$ cat config.mk
export PLATFORM = sky130hd
export DESIGN_NAME = multi_fifo
export DESIGN_NICKNAME = d
export VERILOG_FILES = /design/src/rtl/fifo_pkg.sv /design/src/rtl/fifo_dp_ram.sv /design/src/rtl/multi_fifo.sv
export SDC_FILE = /design/constraint.sdc
export NUM_CORES = 1
export LEC_CHECK = 0
export ABC_AREA = 1
export BUFFER_PORTS_ARGS = -buffer_cell sky130_fd_sc_hd__buf_2
export CAP_MARGIN = 20
export CORE_MARGIN = 3
export CORE_UTILIZATION = 55
export CTS_BUF_LIST = sky130_fd_sc_hd__clkbuf_4 sky130_fd_sc_hd__clkbuf_8
export CTS_CLUSTER_SIZE = 30
export DETAILED_ROUTE_END_ITERATION = 6
export GPL_ROUTABILITY_DRIVEN = 0
export PLACE_DENSITY = 0.73
export SYNTH_ARGS = -nofsm -noshare
export SYNTH_HDL_FRONTEND = slang
export SYNTH_SLANG_ARGS = --single-unit
$ cat constraint.sdc
create_clock -name clk -period 5.9 [get_ports clk]
set_input_delay 0.59 -clock clk [delete_from_list [all_inputs] [get_ports clk]]
set_output_delay 0.59 -clock clk [all_outputs]
set_load 0.02 [all_outputs]
$ cat src/rtl/fifo_pkg.sv
// Shared helpers and constants for the multi_fifo slice.
// Status-bit indices double as the register-map packing order.
package fifo_pkg;

    localparam int FULL     = 0;
    localparam int AFULL    = 1;
    localparam int EMPTY    = 2;
    localparam int AEMPTY   = 3;
    localparam int OVF      = 4;
    localparam int UNF      = 5;
    localparam int STATUS_W = 6;

    function automatic int clog2(input int value);
        int r;
        int v;
        r = 0;
        v = value - 1;
        while (v > 0) begin
            r = r + 1;
            v = v >> 1;
        end
        return r;
    endfunction

    function automatic int fifo_depth(input int depth_log2);
        return 1 << depth_log2;
    endfunction

endpackage

$ cat src/rtl/fifo_dp_ram.sv
// Storage for multi_fifo: one synchronous write port,
// one asynchronous read port, no reset (distributed RAM).
module fifo_dp_ram
    import fifo_pkg::*;
#(
    parameter int DATA_LENGTH = 32,
    parameter int DEPTH       = 16,
    parameter int ADDR_W      = clog2(DEPTH)
) (
    input  logic                   clk,
    input  logic                   we,
    input  logic [ADDR_W-1:0]      waddr,
    input  logic [DATA_LENGTH-1:0] wdata,
    input  logic [ADDR_W-1:0]      raddr,
    output logic [DATA_LENGTH-1:0] rdata
);

    logic [DATA_LENGTH-1:0] mem [DEPTH];

    always_ff @(posedge clk) begin
        if (we) begin
            mem[waddr] <= wdata;
        end
    end

    assign rdata = mem[raddr];

endmodule

$ cat src/rtl/multi_fifo.sv
// Parametrised FWFT FIFO with thresholds, occupancy count,
// sticky overflow/underflow flags and synchronous flush.
module multi_fifo
    import fifo_pkg::*;
#(
    parameter int DATA_LENGTH     = 32,
    parameter int DEPTH_LOG2      = 4,
    parameter int ALMOST_FULL_TH  = 12,
    parameter int ALMOST_EMPTY_TH = 2
) (
    input  logic                   clk,
    input  logic                   rstn,
    input  logic                   clear_i,
    input  logic [DATA_LENGTH-1:0] fifo_data_i,
    input  logic                   write_i,
    output logic                   full_o,
    output logic                   almost_full_o,
    output logic [DATA_LENGTH-1:0] fifo_data_o,
    input  logic                   read_i,
    output logic                   empty_o,
    output logic                   almost_empty_o,
    output logic [DEPTH_LOG2:0]    level_o,
    output logic                   overflow_o,
    output logic                   underflow_o
);

    localparam int DEPTH = fifo_depth(DEPTH_LOG2);
    localparam int PW    = DEPTH_LOG2;
    localparam int LW    = DEPTH_LOG2 + 1;

    logic [PW-1:0]       wr_ptr;
    logic [PW-1:0]       rd_ptr;
    logic [LW-1:0]       level;
    logic [LW-1:0]       level_nxt;
    logic [STATUS_W-1:0] status;
    logic [STATUS_W-1:0] status_nxt;
    logic                wr_en;
    logic                rd_en;
    logic                ram_we;

    // A full FIFO still takes a write when a pop frees the slot
    assign wr_en  = write_i & (~status[FULL] | read_i);
    assign rd_en  = read_i & ~status[EMPTY];
    assign ram_we = wr_en & ~clear_i & rstn;

    always_comb begin
        level_nxt = level;
        if (wr_en & ~rd_en) begin
            level_nxt = level + LW'(1);
        end else if (rd_en & ~wr_en) begin
            level_nxt = level - LW'(1);
        end
    end

    always_comb begin
        status_nxt         = '0;
        status_nxt[FULL]   = level_nxt == LW'(DEPTH);
        status_nxt[AFULL]  = int'(level_nxt) >= ALMOST_FULL_TH;
        status_nxt[EMPTY]  = level_nxt == '0;
        status_nxt[AEMPTY] = int'(level_nxt) <= ALMOST_EMPTY_TH;
        status_nxt[OVF]    = status[OVF] | (write_i & ~wr_en);
        status_nxt[UNF]    = status[UNF] | (read_i & status[EMPTY]);
    end

    always_ff @(posedge clk or negedge rstn) begin
        if (!rstn) begin
            wr_ptr         <= '0;
            rd_ptr         <= '0;
            level          <= '0;
            status         <= '0;
            status[EMPTY]  <= 1'b1;
            status[AEMPTY] <= 1'b1;
        end else if (clear_i) begin
            wr_ptr         <= '0;
            rd_ptr         <= '0;
            level          <= '0;
            status         <= '0;
            status[EMPTY]  <= 1'b1;
            status[AEMPTY] <= 1'b1;
        end else begin
            if (wr_en) begin
                wr_ptr <= wr_ptr + PW'(1);
            end
            if (rd_en) begin
                rd_ptr <= rd_ptr + PW'(1);
            end
            level  <= level_nxt;
            status <= status_nxt;
        end
    end

    fifo_dp_ram #(
        .DATA_LENGTH(DATA_LENGTH),
        .DEPTH      (DEPTH),
        .ADDR_W     (PW)
    ) u_ram (
        .clk  (clk),
        .we   (ram_we),
        .waddr(wr_ptr),
        .wdata(fifo_data_i),
        .raddr(rd_ptr),
        .rdata(fifo_data_o)
    );

    assign full_o         = status[FULL];
    assign almost_full_o  = status[AFULL];
    assign empty_o        = status[EMPTY];
    assign almost_empty_o = status[AEMPTY];
    assign overflow_o     = status[OVF];
    assign underflow_o    = status[UNF];
    assign level_o        = level;

endmodule
# ---- After elaboration in Yosys (flattened, before gate mapping)
# Memory sizes are Yosys's and may differ from the RTL's.
# Cells that the tools add are included.
dict set report classes {
  addsub 4
  n_lt_le_gt_ge 2
  n_eq_ne 1
  mux 10
  n_bitwise 16
  n_reduce_logical 3
}
# op n
set op_table {}
lappend op_table {{two-way mux 4 bit} 4}
lappend op_table {{two-way mux 5 bit} 3}
lappend op_table {{adder 4 x 1 -> 4 bit (second input constant)} 2}
lappend op_table {{bitwise AND 1 bit} 8}
lappend op_table {{two-way mux 6 bit} 1}
lappend op_table {{adder 5 x 1 -> 5 bit (second input constant)} 1}
lappend op_table {{== test 5 bit (second input constant)} 1}
lappend op_table {{greater-or-equal comparator 5 x 4 -> 1 bit (second input constant)} 1}
lappend op_table {{less-or-equal comparator 5 x 2 -> 1 bit (second input constant)} 1}
lappend op_table {{logical NOT 5 bit} 1}
lappend op_table {{inverter 1 bit} 5}
lappend op_table {{subtractor 5 x 1 -> 5 bit (second input constant)} 1}
lappend op_table {{nonzero test 2 bit} 2}
lappend op_table {{OR 1 bit} 3}
lappend op_table {{two-way mux 1 bit} 2}
dict set report totals {
  reg_bits 19
  ramBits 512
  out_inout_bits 43
  wordCells 41
  mem_count 1
}
# memory depth width rd rd_clocked_by_memory_dff write_ports line_no
set mem_list {}
lappend mem_list {u_ram.mem 16 32 1 0 1 fifo_dp_ram.sv:18} ;# logic [DATA_LENGTH-1:0] mem [DEPTH];

# ---- Longest topological paths before layout
# Gate-level depths: netlist of the first run.
dict set report depth {
  word_depth 9
  mapped_depth 11
}

# ---- Hierarchy
# A second synthesis of the first run with hierarchy kept.
dict set report unflattened {
  hier_cells 2227
  hier_area_um2 23166.0
}
# mod instances cells_each area_per_inst_um2
set by_module_without_submodules {}
lappend by_module_without_submodules {fifo_dp_ram 1 2088 22089.9}
lappend by_module_without_submodules {multi_fifo 1 139 1076.0}

# ---- Worst setup path after synthesis of the first run
# OpenSTA, ideal clock, no wires.
dict set report synth_path {
  kind {input to register}
  start {input read_i}
  end {memory u_ram.mem[0][0] (enable)}
  setup_ns 0.421
  arrival_ns 2.527
  path_slack_ns 2.951
  cell_stages 6
  cell_sequence {inv_2 > nand2_2 > nand2_1 > nor3b_2 > nand2_1 > nor2_1}
}
dict set report synth_between {
  elab_chain_cells 6
}
# item line_no
set synth_rtl {}
lappend synth_rtl {{start, declared} multi_fifo.sv:19} ;# input logic read_i,
lappend synth_rtl {{OR 1 bit} multi_fifo.sv:42} ;# assign wr_en = write_i & (~status[FULL] | read_i);
lappend synth_rtl {{bitwise AND 1 bit} multi_fifo.sv:42}
lappend synth_rtl {{bitwise AND 1 bit (2 in a row)} multi_fifo.sv:44} ;# assign ram_we = wr_en & ~clear_i & rstn;
lappend synth_rtl {{two-way mux 1 bit} fifo_dp_ram.sv:21} ;# if (we) begin
lappend synth_rtl {{two-way mux 1 bit (implied by the code)} fifo_dp_ram.sv:22} ;# mem[waddr] <= wdata;
lappend synth_rtl {{end, declared} fifo_dp_ram.sv:18}
# No other way between the ends.

# ---- Final worst setup path of the first run
dict set report layout_path {
  start {register rd_ptr[0]}
  end {output fifo_data_o[13]}
}
dict set report layout_between {
  elab_chain_cells 1
}
# item line_no
set layout_rtl {}
lappend layout_rtl {{start, declared} multi_fifo.sv:32} ;# logic [PW-1:0] rd_ptr;
lappend layout_rtl {{start signal, assigned} multi_fifo.sv:85} ;# rd_ptr <= rd_ptr + PW'(1);
lappend layout_rtl {{memory read (16 x 32 bit)} n/a}
lappend layout_rtl {{end, declared} multi_fifo.sv:18} ;# output logic [DATA_LENGTH-1:0] fifo_data_o,
# No other way between the ends.

==> summary.md, run 1 <==
| Metric | Value |
|---|---|
| Outcome | finished, final reports clean |
| Dpl hpwl | 24600 um |
| Syn. warnings | 0 |
| Net count, final | 1680 |
| Fin Setup TNS | 0 ps |
| CTS clock-pin slew for the worst setup and hold paths | 60 ps |
| Critical path required time | 5310 ps |
| Nets in the synthesized netlist | 1595 |
| Initial antenna violation count | 1 |
| Worst-skew pair later-pin latency | 620 ps |
| FP Rows | 70 |
| Commonest non-fill, non-tap cell in the layout | edfxtp_1 |
| Die area | 40500 um^2 |
| Routed Antenna Nets | 0 |
| Critical Path AT | 3770 ps |
| CTS tree | done |
| Mapped Cells | between 1500 and 2000 |
| Gr usage total | 24.1% |
| CP startpoint kind | flop |
| Largest net degree at the start of global routing | 124 |
| Die Wd | around 200 um |
| Final WL | between 40000 and 50000 um |
| Starting Density | 56.6% |
| CTS Buf Count | 83 |
| Core area | about 37000 um^2 |
| # IOs | 80 |
| Synthesized area | roughly 21000 um^2 |
| Vias in the first global route | 13200 |
| Syn Area/Cell | 13.5 um^2 |
| Die Y | 201 um |
| WS Path Type | flop to output port |
| Seq cells post-synth | 531 |
| # setup viols final | 0 |
| DR vias/cell | 6.01 |
| Flop2flop setup slack | 3110 ps |
| Power Dens Cells | around 330 nW/um^2 |
| Post-route cell area | 23400 um^2 |
| Leak Pwr | between 7 and 8 nW |
| Crit path time final | 4360 ps |
| Dpl cell area | 21800 um^2 |
| DRT iter0 DRCs | ~1200 |
| Layout cells sized above 1 | 15.7% |
| Crit path max fanout | 123 |
| Area delta synth->final | 11.5% |
| Period Utilization, post-route | 73.8% |
| Cell Count Post-Placement | 2054 |
| VDD IR-drop max | 0.000228 V |
| Resized cells post-CTS | 0 |
| Fmax | 230 MHz |
| Register area | around 16000 um^2 |
| Residual DRC | 0 |
| Clock buffer depth | 3 |
| CP endpoint kind | output port |
| Total power | 0.00778 W |
| Final Util | 63.1% |
| Post-synthesis sequential area ratio | 75.6% |
| Clk_skew | approximately 16 ps |
| Rel. slew slack | between 20% and 30% |
| H-tree depth | 3 |
| Area occupied by multi-input gates | 4610 um^2 |
| HP Class | input port to flop |
| Actual slew at the worst max-slew pin | 1130 ps |
| Final hold violation count | 0 |
| Fillers | 2719 |
| Synth unique cells | 30 |
| Routed wire per std cell | roughly 22 um |
| Total global routing overflow | 0 |
| Slew Viols, Final | 0 |
| Non-Filler Instances | roughly 2200 |
| Unrepaired setup endpoints after global routing | false |
| Max Cap Viol | 0 |
| Critical path's largest stage delay | around 790 ps |
| Detailed Routing Iterations Pass 1 | 5 |
| Critical-path cell list | inv_6, buf_4, nor2_1, nor2_1, o21ai_0, o211ai_1, o211ai_1, nand2_1, buf_2 |
| Via count | 13200 |
| CP max-delay cell | dfrtp_4 |
| Root Driver | clkbuf_8 |
| Most frequent cells in the layout | 512 x edfxtp_1, 303 x nor2_1, 242 x o21ai_0 |
| CTS sink cnt | 531 |
| First-pass GRT wire length | 75200 um |
| Port bufs | 79 |
## Yosys cell counts
master	count	area (um^2)
nand4_1	2	12.5
nand2_2	1	6.26
o22ai_1	34	213
dfrtp_1	17	425
a211oi_1	1	7.51
clkbuf_1	52	195
buf_2	32	160
buf_4	4	30.0
nand2_1	77	289
dfstp_2	2	52.6
nor2_1	319	1200
ha_1	7	87.6
inv_1	19	71.3
nor4_1	1	6.26
inv_4	1	6.26
o221ai_1	60	526
o211ai_1	68	510
clkbuf_2	4	20.0
buf_1	3	11.3
o21a_1	1	7.51
nor3b_2	1	12.5
edfxtp_1	512	15400
inv_2	2	7.51
o21ai_0	242	1210
o21ai_1	21	105
buf_6	11	124
nand3_1	46	230
nand3_2	1	10.0
a21oi_1	9	45.0
nor3_2	1	10.0
## per-stage QoR
stage | hold WS (ps) | setup slack [ps]
after detailed placement | 484 | 2270
final | 246 | 1540
after floorplan | 294 | 2950
after global placement | 473 | 2270
after global routing | 219 | 1330
after CTS | 213 | 1580
## final timing paths
check | startpoint | endpoint | cells past startpoint
max in group asynchronous | rstn | rd_ptr[0] | 2
worst min-delay path | clear_i | level_o[1] | 2
worst max-delay path | rd_ptr[0] | fifo_data_o[13] | 9
worst max register to register | status[0] | u_ram.mem[0][9] | 6
worst min register to register | status[5] | status[5] | 2
min in group asynchronous | rstn | level_o[3] | 2
## sequential cells by signal, indices dropped and copies added (netlist names)
signal and count:
u_ram.mem 512, level_o 5, wr_ptr 4, rd_ptr 4, status 6
## metal layers
layer / global-route usage, % / share of wire [%]
met4: 8.90 / 2.9
met3: 4.09 / 7.4
met5: 0 / 0.026
met2: 38.6 / 48
met1: 33.7 / 42
## final cells by class
type | count | area share [%]
clock inverters | 25 | 0.525
flip-flops and latches | 531 | 67.9
diodes | 1 | 0.0107
well taps | 504 | 2.70
multi-input cells | 892 | 19.7
repair buffers | 106 | 2.62
clock buffers | 120 | 6.16
inverters | 22 | 0.375
## kinds of logic after synthesis
kind of cell	synth area share, %
AOI/OAI and AO/OA	12.5
adders and majority gates	0.418
buffers and inverters	2.98
DFF	75.6
and+or+nand+nor	8.46
## timing repair
action                                 4_1_cts  5_1_grt
endpoints found under the hold margin       17        0
hold buffers                                 1        0
setup buffers                                0        0
setup endpoints to repair                    0        0
## critical path: cells and delay by family (launching register included)
| kind | cells | cell delay [ps] |
|---|---|---|
| buffers and inverters | 3 | 1540 |
| DFF | 1 | 790 |
| AOI/OAI and AO/OA | 3 | 400 |
| and+or+nand+nor | 3 | 300 |
## power breakdown
group | internal [W] | switching (W) | total (W)
clock | 0.00156 | 0.00135 | 0.00291
combinational | 0.000190 | 0.000464 | 0.000654
sequential | 0.00417 | 0.0000442 | 0.00421
Power figures use the tool's default switching activity.
==> run 2: changes to the inputs <==
==> constraint.sdc (replaced) <==
create_clock -name clk -period 4.2 [get_ports clk]
set_input_delay 0.42 -clock clk [delete_from_list [all_inputs] [get_ports clk]]
set_output_delay 0.42 -clock clk [all_outputs]
set_load 0.02 [all_outputs]
==> summary.md, run 2 (synthesis gave the netlist of run 1 again) <==
| Metric | Value |
|---|---|
| Crit path max fanout | 71 |
| Fin Setup TNS | 0 ps |
| Total global routing overflow | 0 |
| Core area | 37000 um^2 |
| H-tree depth | 3 |
| Via count | 13300 |
| Reg2Reg Launch Point | status[0] |
| Crit path from | rd_ptr[1] |
| Residual DRC | 0 |
| Unrepaired setup endpoints after global routing | false |
| Hold_sp | read_i |
| Detailed Routing Iterations Pass 1 | 5 |
| CTS clock-pin slew for the worst setup and hold paths | ~60 ps |
| Routed Antenna Nets | 0 |
| Top reg by flops | u_ram.mem |
| Minimum setup slack after placement | 1300 ps |
| CTS Buf Count | 82 |
| Commonest non-fill, non-tap cell in the layout | edfxtp_1 |
| Largest net degree at the start of global routing | 167 |
| Net count, final | 1688 |
| Rel. slew slack | a little under a third |
| Root Driver | clkbuf_8 |
| Final WL | 49300 um |
| # IOs | 80 |
| VDD IR-drop max | 0.000321 V |
| Most frequent cells in the layout | 512 x edfxtp_1, 303 x nor2_1, 242 x o21ai_0 |
| Outcome | finished, final reports clean |
| Worst-skew pair later-pin latency | 640 ps |
| Max Cap Viol | 0 |
| Actual slew at the worst max-slew pin | roughly 1000 ps |
| Slew Viols, Final | 0 |
| Max FFs per register | a little over 500 |
| Final Worst Setup Slack | 814 ps |
| Starting Density | 56.6% |
| Die Wd | 201 um |
| Clk_skew | ~32 ps |
| DR vias/cell | about 6.0 |
| # setup viols final | 0 |
| Total power | 0.0110 W |
| Routed wire per std cell | 22.3 um |
| Power Dens Cells | 467 nW/um^2 |
| Die Y | 201 um |
| Initial antenna violation count | 3 |
| Fmax | 295 MHz |
| Period Utilization, post-route | 80.6% |
| DRT iter0 DRCs | approximately 1200 |
| Layout cells sized above 1 | ~16% |
| CTS tree | done |
| Dpl hpwl | 26300 um |
| Crit path time final | approximately 3400 ps |
| Final hold violation count | 0 |
| Critical Path AT | 2970 ps |
| HP Class | input port to flop |
| CTS sink cnt | about 530 |
| Leak Pwr | 7.81 nW |
| Area delta synth->final | 12.4% |
| Die area | slightly above 40000 um^2 |
| Vias in the first global route | 13000 |
| WS Path Type | flop to output port |
| Gr usage total | 24.1% |
| Clock buffer depth | 3 |
| FP Rows | 70 |
| CP startpoint kind | flop |
| Port bufs | 79 |
| First-pass GRT wire length | ~75000 um |
| CP endpoint kind | output port |
| Critical path required time | 3780 ps |
==> run 2: final timing paths <==
path | cells past startpoint | end | slack [ps]
hold reg to reg | 2 | status[5] | 490
setup / recovery | 6 | fifo_data_o[26] | 810
max in group asynchronous | 2 | rd_ptr[0] | 3590
min in group asynchronous | 2 | level_o[4] | 250
hold / removal | 3 | status[5] | 100
setup reg to reg | 6 | u_ram.mem[2][6] | 1580
==> run 2: power by group <==
| part | total, W | switching (W) | internal (W) | leakage, nW |
|---|---|---|---|---|
| Clock | 0.00413 | 0.00190 | 0.00222 | 0.833 |
| Combinational | 0.000987 | 0.000710 | 0.000277 | 2.13 |
| Sequential | 0.00589 | 0.0000300 | 0.00586 | 4.85 |
| Total | 0.0110 | 0.00264 | 0.00836 | 7.81 |
==> run 2: metal layers <==
layer  up-vias  GRT usage, %  routed length [um]
met5         -             0                  21
met4         4          10.4                1580
met3       123          4.63                3780
met2       574          38.6               23600
met1      6538          32.7               20300
li1       6031             -                   -
==> run 2: layout make-up <==
cell class	instances	area, um^2
multi-input cells	892	4610
fillers	2708	13500
clock buffers	119	1410
inverters	22	87.6
clock inverters	28	164
repair buffers	115	803
flip-flops and latches	531	15900
well taps	504	631
diodes	1	2.50
==> run 2: worst max-delay path, stage by stage (launching register included) <==
cell and delay (ps):
dfrtp_4 630, buf_4 640, o21ai_0 220, o221ai_1 250
nand3_1 120, nand2_1 200, buf_2 200
==> run 2: metrics by stage <==
step	hold slack, ps	util [%]	instance area (um^2)	instances
after detailed placement	388	59.3	22000	2062
after global placement	379	59.2	21900	2061
after floorplan	124	-	21000	1551
after CTS	41.3	63.6	23600	2211
after global routing	116	63.6	23600	2211
final	97.5	63.6	23600	2212
==> run 2: timing repair <==
action	4_1_cts	5_1_grt
hold endpoints to repair	22	0
hold buffers	2	0
gates resized for setup	0	0
buffers inserted	0	0
